`src/rtl/wb_regfile_if.sv`:
```
// Writeback/register-file bus: EX result in, pipeline stage taps out, two decode read ports.
interface wb_regfile_if #(
    parameter int unsigned DW = 32,
    parameter int unsigned AW = 5
);
    logic          stall_i;
    logic          flush_i;
    logic [AW-1:0] ex_waddr_i;
    logic          ex_wreg_i;
    logic [DW-1:0] ex_wdata_i;
    logic          re1_i;
    logic [AW-1:0] raddr1_i;
    logic [DW-1:0] rdata1_o;
    logic          re2_i;
    logic [AW-1:0] raddr2_i;
    logic [DW-1:0] rdata2_o;
    logic [AW-1:0] mem_waddr_o;
    logic          mem_wreg_o;
    logic [DW-1:0] mem_wdata_o;
    logic [AW-1:0] wb_waddr_o;
    logic          wb_wreg_o;
    logic [DW-1:0] wb_wdata_o;

    // Pipeline control, EX producer and decode reader side
    modport master (
        output stall_i, flush_i,
        output ex_waddr_i, ex_wreg_i, ex_wdata_i,
        output re1_i, raddr1_i, re2_i, raddr2_i,
        input  rdata1_o, rdata2_o,
        input  mem_waddr_o, mem_wreg_o, mem_wdata_o,
        input  wb_waddr_o, wb_wreg_o, wb_wdata_o
    );

    // Register file side
    modport slave (
        input  stall_i, flush_i,
        input  ex_waddr_i, ex_wreg_i, ex_wdata_i,
        input  re1_i, raddr1_i, re2_i, raddr2_i,
        output rdata1_o, rdata2_o,
        output mem_waddr_o, mem_wreg_o, mem_wdata_o,
        output wb_waddr_o, wb_wreg_o, wb_wdata_o
    );
endinterface

```
`src/rtl/wb_regfile.sv`:
```
// EX/MEM and MEM/WB result pipeline, 32-entry register file, forwarding read ports.
module wb_regfile #(
    parameter int unsigned DW   = 32,
    parameter int unsigned AW   = 5,
    parameter int unsigned NREG = 32
) (
    input  logic             clk,
    input  logic             rst,
    wb_regfile_if.slave      bus
);

    typedef struct packed {
        logic [AW-1:0] waddr;
        logic          wreg;
        logic [DW-1:0] wdata;
    } stage_t;

    stage_t        ex_s;
    stage_t        mem_q;
    stage_t        wb_q;
    logic [DW-1:0] regs [NREG];

    assign ex_s = '{waddr: bus.ex_waddr_i, wreg: bus.ex_wreg_i, wdata: bus.ex_wdata_i};

    assign bus.mem_waddr_o = mem_q.waddr;
    assign bus.mem_wreg_o  = mem_q.wreg;
    assign bus.mem_wdata_o = mem_q.wdata;
    assign bus.wb_waddr_o  = wb_q.waddr;
    assign bus.wb_wreg_o   = wb_q.wreg;
    assign bus.wb_wdata_o  = wb_q.wdata;

    // Pipeline registers: flush squashes both, stall freezes EX/MEM and bubbles MEM/WB
    always_ff @(posedge clk or negedge rst) begin
        if (!rst) begin
            mem_q <= '0;
            wb_q  <= '0;
        end else if (bus.flush_i) begin
            mem_q <= '0;
            wb_q  <= '0;
        end else if (bus.stall_i) begin
            wb_q  <= '0;
        end else begin
            mem_q <= ex_s;
            wb_q  <= mem_q;
        end
    end

    // Architectural array commit from WB; r0 is never written
    always_ff @(posedge clk or negedge rst) begin
        if (!rst) begin
            for (int i = 0; i < int'(NREG); i++) begin
                regs[i] <= '0;
            end
        end else if (wb_q.wreg && (wb_q.waddr != '0)) begin
            regs[wb_q.waddr] <= wb_q.wdata;
        end
    end

    // Youngest in-flight result wins; bubbles never forward
    function automatic logic [DW-1:0] read_port(
        input logic          rst_v,
        input logic          re,
        input logic [AW-1:0] raddr
    );
        logic [DW-1:0] val;
        val = '0;
        if (!rst_v || !re || (raddr == '0)) begin
            val = '0;
        end else if (ex_s.wreg && (ex_s.waddr == raddr)) begin
            val = ex_s.wdata;
        end else if (mem_q.wreg && (mem_q.waddr == raddr)) begin
            val = mem_q.wdata;
        end else if (wb_q.wreg && (wb_q.waddr == raddr)) begin
            val = wb_q.wdata;
        end else begin
            val = regs[raddr];
        end
        return val;
    endfunction

    // Read port 1
    always_comb begin
        bus.rdata1_o = read_port(rst, bus.re1_i, bus.raddr1_i);
    end

    // Read port 2
    always_comb begin
        bus.rdata2_o = read_port(rst, bus.re2_i, bus.raddr2_i);
    end

endmodule
```
`src/flat_wrapper.sv`:
```
// flat-port wrapper written by rule: the top's interface ports become plain ports
module wb_regfile_flat 
#(
    parameter int unsigned DW   = 32,
    parameter int unsigned AW   = 5,
    parameter int unsigned NREG = 32
)
  (clk, rst, bus_stall_i, bus_flush_i, bus_ex_waddr_i, bus_ex_wreg_i, bus_ex_wdata_i, bus_re1_i, bus_raddr1_i, bus_re2_i, bus_raddr2_i, bus_rdata1_o, bus_rdata2_o, bus_mem_waddr_o, bus_mem_wreg_o, bus_mem_wdata_o, bus_wb_waddr_o, bus_wb_wreg_o, bus_wb_wdata_o);
  wb_regfile_if #(.DW(DW), .AW(AW)) bus_i ();
  input  logic clk;
  input  logic rst;
  input wire logic [$bits(bus_i.stall_i)-1:0] bus_stall_i;
  input wire logic [$bits(bus_i.flush_i)-1:0] bus_flush_i;
  input wire logic [$bits(bus_i.ex_waddr_i)-1:0] bus_ex_waddr_i;
  input wire logic [$bits(bus_i.ex_wreg_i)-1:0] bus_ex_wreg_i;
  input wire logic [$bits(bus_i.ex_wdata_i)-1:0] bus_ex_wdata_i;
  input wire logic [$bits(bus_i.re1_i)-1:0] bus_re1_i;
  input wire logic [$bits(bus_i.raddr1_i)-1:0] bus_raddr1_i;
  input wire logic [$bits(bus_i.re2_i)-1:0] bus_re2_i;
  input wire logic [$bits(bus_i.raddr2_i)-1:0] bus_raddr2_i;
  output wire logic [$bits(bus_i.rdata1_o)-1:0] bus_rdata1_o;
  output wire logic [$bits(bus_i.rdata2_o)-1:0] bus_rdata2_o;
  output wire logic [$bits(bus_i.mem_waddr_o)-1:0] bus_mem_waddr_o;
  output wire logic [$bits(bus_i.mem_wreg_o)-1:0] bus_mem_wreg_o;
  output wire logic [$bits(bus_i.mem_wdata_o)-1:0] bus_mem_wdata_o;
  output wire logic [$bits(bus_i.wb_waddr_o)-1:0] bus_wb_waddr_o;
  output wire logic [$bits(bus_i.wb_wreg_o)-1:0] bus_wb_wreg_o;
  output wire logic [$bits(bus_i.wb_wdata_o)-1:0] bus_wb_wdata_o;
  assign bus_i.stall_i = bus_stall_i;
  assign bus_i.flush_i = bus_flush_i;
  assign bus_i.ex_waddr_i = bus_ex_waddr_i;
  assign bus_i.ex_wreg_i = bus_ex_wreg_i;
  assign bus_i.ex_wdata_i = bus_ex_wdata_i;
  assign bus_i.re1_i = bus_re1_i;
  assign bus_i.raddr1_i = bus_raddr1_i;
  assign bus_i.re2_i = bus_re2_i;
  assign bus_i.raddr2_i = bus_raddr2_i;
  assign bus_rdata1_o = bus_i.rdata1_o;
  assign bus_rdata2_o = bus_i.rdata2_o;
  assign bus_mem_waddr_o = bus_i.mem_waddr_o;
  assign bus_mem_wreg_o = bus_i.mem_wreg_o;
  assign bus_mem_wdata_o = bus_i.mem_wdata_o;
  assign bus_wb_waddr_o = bus_i.wb_waddr_o;
  assign bus_wb_wreg_o = bus_i.wb_wreg_o;
  assign bus_wb_wdata_o = bus_i.wb_wdata_o;
  wb_regfile #(.DW(DW), .AW(AW), .NREG(NREG)) u_core (.clk(clk), .rst(rst), .bus(bus_i));
endmodule
```
`config.mk`:
```
export PLATFORM = sky130hd
export DESIGN_NAME = wb_regfile_flat
export DESIGN_NICKNAME = d
export VERILOG_FILES = /design/src/rtl/wb_regfile_if.sv /design/src/rtl/wb_regfile.sv /design/src/flat_wrapper.sv
export SDC_FILE = /design/constraint.sdc
export NUM_CORES = 2
export LEC_CHECK = 0
export BUFFER_PORTS_ARGS = -buffer_cell sky130_fd_sc_hd__buf_2
export CORE_ASPECT_RATIO = 2
export CORE_MARGIN = 10
export CORE_UTILIZATION = 40
export DETAILED_ROUTE_END_ITERATION = 12
export GPL_TIMING_DRIVEN = 0
export PLACE_DENSITY_LB_ADDON = 0.25
export SLEW_MARGIN = 10
export SYNTH_ARGS = -nofsm -noshare
export SYNTH_HDL_FRONTEND = slang
export SYNTH_SLANG_ARGS = --single-unit
```
`constraint.sdc`:
```
create_clock -name clk -period 4.2 [get_ports clk]
set_clock_uncertainty 0.05 [all_clocks]
set_input_delay 0 -clock clk [delete_from_list [all_inputs] [get_ports clk]]
set_output_delay 0 -clock clk [all_outputs]
set_load 0.02 [all_outputs]
```
==> results.json <==
{
  "status": "finished, violations left",
  "failed_checks": "max-capacitance violations, max-slew violations, negative setup slack",
  "hold_viol": 0,
  "design.die.area_mm2": 0.1679,
  "numCtsBuffers": 102,
  "clockRootBuffer": "clkbuf_16",
  "min_to": "u_core.bus.mem_wdata_o[28]$_DFFE_PN0P_",
  "startpoint_type": "primary input",
  "grt_pass1_wl_mm": 415.4,
  "critical_path_required_ns": 4.15,
  "routed_wirelength_mm": 312.7,
  "synth_fa_ha_area_share_pct": 0,
  "synth_top_area_share_pct": 45.58,
  "avgSynthCellArea_um2": 13.97,
  "drv_slew": 11,
  "dr.pass1.iters": 8,
  "ys_seq_area_share_pct": 45.58,
  "gr-total-overflow": 0,
  "routed-via-count": 47110,
  "dpl_cell_area_mm2": 0.06411,
  "yosysUniqueCellTypes": 61,
  "hold_start": "bus_ex_wdata_i[28]",
  "crit_type": "primary input to output pin",
  "utilization_pct": 45.57,
  "cts_sinks": 1100,
  "syn_to_final_growth_pct": 13.31,
  "p_leak_uw": 0.03146,
  "drt-wirelength-per-cell_um": 46.52,
  "gp_congestion": 1.031,
  "worstRegToRegCells": 5,
  "die_h_um": 569.5,
  "layout_setup_ws_ns": -0.1347,
  "track_usage_pct": 36.84,
  "clockBufferDepth": 3,
  "final_common_cell": "dfrtp_1",
  "crit_fanout": 10,
  "synth_xor_area_share_pct": 0.4475,
  "synth_top_area_cell": "dfrtp_1",
  "synth_seq_cells": 1100,
  "rows": 201,
  "worstReg2RegEnd": "u_core.regs[283]$_DFFE_PN0P_",
  "async_flop_share_pct": 100.0,
  "setup_viol": 4,
  "layout_common_cells": "dfrtp_1, mux2_2, mux4_2",
  "fin_crit_ns": 4.335,
  "synth.area.mux_share_pct": 38.45,
  "worst_ep_arrival_time_ns": 4.28,
  "dp_hpwl_mm": 216.3,
  "grt_pass1_vias": 47310,
  "core_mm2": 0.1501,
  "drc": 0,
  "first_iter_violations": 6104,
  "critPathCaptureType": "output pin",
  "post-route-period-util_pct": 103.2,
  "synth_top_family_by_area": "multiplexers",
  "vdd_ir_drop_max_uv": 357.6,
  "r2r_start": "u_core.bus.wb_wreg_o$_DFF_PN0_",
  "grt_antenna_before_repair": 29,
  "ys.flop_type": "dfrtp_1",
  "fin_area_mm2": 0.06843,
  "synthCells": 4322,
  "fmax_ghz": 0.2307,
  "grt_max_degree": 146,
  "syn_area_mm2": 0.06039,
  "yosysWarnings": 0,
  "clk-insertion-delay-late_ns": 0.77,
  "dp_cells": 6448,
  "hold_depth": 4,
  "ios": 194,
  "numPortBuffers": 187,
  "ant_nets": 0,
  "cap_violations": 1,
  "die_w_um": 294.8,
  "p_per_area_mw_per_mm2": 339.2,
  "clk_pin_slew_ns": 0.07,
  "vias_per_cell": 7.010,
  "synth_compound_area_share_pct": 7.048,
  "ctsHtreeMaxLevel": 3,
  "slew_headroom_pct": -0.4777,
  "ff2ff_setup_slack_ns": 0.36,
  "tritoncts": "built",
  "yosys.area_share.simple_pct": 4.363,
  "layout.nets": 4749,
  "rsz0062_at_grt": "true",
  "tightest_slew_ns": 1.507,
  "fin_cells": 6721,
  "initial_core_util_pct": 40.22,
  "synth_nets": 4376,
  "hp-class": "primary input to register",
  "synth_edf_count": 0,
  "layout-drive-gt1-share_pct": 44.24,
  "synth_area_leaders": "dfrtp_1, mux2_2, mux4_2, mux2i_1, clkbuf_1"
}
-- final cells by class --
type,count,area [um^2]
clock inverters,32,340.3
fillers,13560,81710
plain buffers,490,2566
inverters,6,22.52
repair buffers,270,2002
clock buffers,151,3042
flip-flops and latches,1100,27530
multi-input cells,2725,30470
diodes,19,47.55
well taps,1928,2412
-- synth_stat cells (all sizes together) (5+ instances only) --
master / count
a221o: 16
buf: 214
nor2b: 37
a2111oi: 31
nand2: 52
clkbuf: 277
or2: 5
xnor2: 14
and2: 67
xor2: 16
dfrtp: 1100
mux4: 424
nand3: 16
a22o: 16
o31ai: 27
a211oi: 98
nor4b: 35
o221ai: 97
o22ai: 121
a22oi: 30
mux2: 982
mux2i: 261
a21oi: 110
nor4: 7
nor2: 176
nor3: 34
o21ai: 17
nand2b: 9
-- report_power, final --
group	leakage [uW]	switching [uW]	internal, uW	total, uW
clock	0.00168	4570	5370	9950
sequential	0.0153	83.3	10600	10700
combinational	0.0144	1930	629	2550
-- sequential cells by signal, summed over array words and instances (netlist names) --
name                    cells
u_core.bus.wb_wreg_o        1
u_core.regs              1024
u_core.bus.wb_waddr_o       5
u_core.bus.mem_waddr_o      5
u_core.bus.mem_wreg_o       1
u_core.bus.wb_wdata_o      32
u_core.bus.mem_wdata_o     32
-- through the flow --
| step | setup WS (ns) | total power (uW) | TNS [ns] | hold WS, ns |
|---|---|---|---|---|
| after floorplan | 1.643 | 11890 | 0 | -0.3456 |
| after global placement | -24.23 | 13220 | - | 0.2214 |
| after detailed placement | 0.06747 | 13250 | 0 | -0.2337 |
| after CTS | 0.02006 | 23060 | 0 | 0.001550 |
| after global routing | -0.03466 | 23570 | -0.06126 | 0.05250 |
| final | -0.1347 | 23210 | -0.3895 | 0.01892 |
-- worst max path at each step --
stage,from,to,slack [ns],depth (start not counted)
finish,bus_raddr2_i[3],bus_rdata2_o[20],-0.13,10
CTS,u_core.bus.wb_waddr_o[3]$_DFF_PN0_,bus_rdata2_o[19],0.02,9
floorplan,u_core.bus.wb_waddr_o[3]$_DFF_PN0_,bus_rdata1_o[0],1.64,9
global placement,rst,bus_rdata1_o[0],-24.23,4
detailed placement,rst,bus_rdata1_o[18],0.07,9
global route,u_core.bus.mem_waddr_o[1]$_DFFE_PN0P_,bus_rdata2_o[1],-0.03,8
-- layer usage --
layer	vias up	routed length (um)	GRT usage, %
li1	17420	-	-
met1	24770	101700	39.45
met2	3591	138000	54.89
met3	1315	34220	12.76
met4	20	38570	37.68
met5	-	195	0.4644
-- what timing repair did --
action / 4_1_cts / 5_1_grt
pin swaps: 0 / 3
hold buffers: 68 / 0
buffers inserted: 0 / 3
setup endpoints to repair: 33 / 7
hold endpoints to repair: 332 / 0
resized for setup: 24 / 7
-- kinds of logic after synthesis --
family | Yosys count
AOI/OAI and AO/OA | 575
xor gates and xnor gates | 30
buffers and inverters | 497
DFF | 1100
muxes | 1667
and+or+nand+nor | 453
-- critical path, cell delays in order --
cell      delay, ns
buf_2          0.12
buf_2          0.24
clkinv_1       0.67
nor2_1         1.05
clkbuf_2       0.75
a22oi_1        0.20
nand2_1        0.27
a211oi_1       0.10
nor4b_2        0.57
buf_2          0.27
No activity file was read; power rests on OpenSTA's default activity.
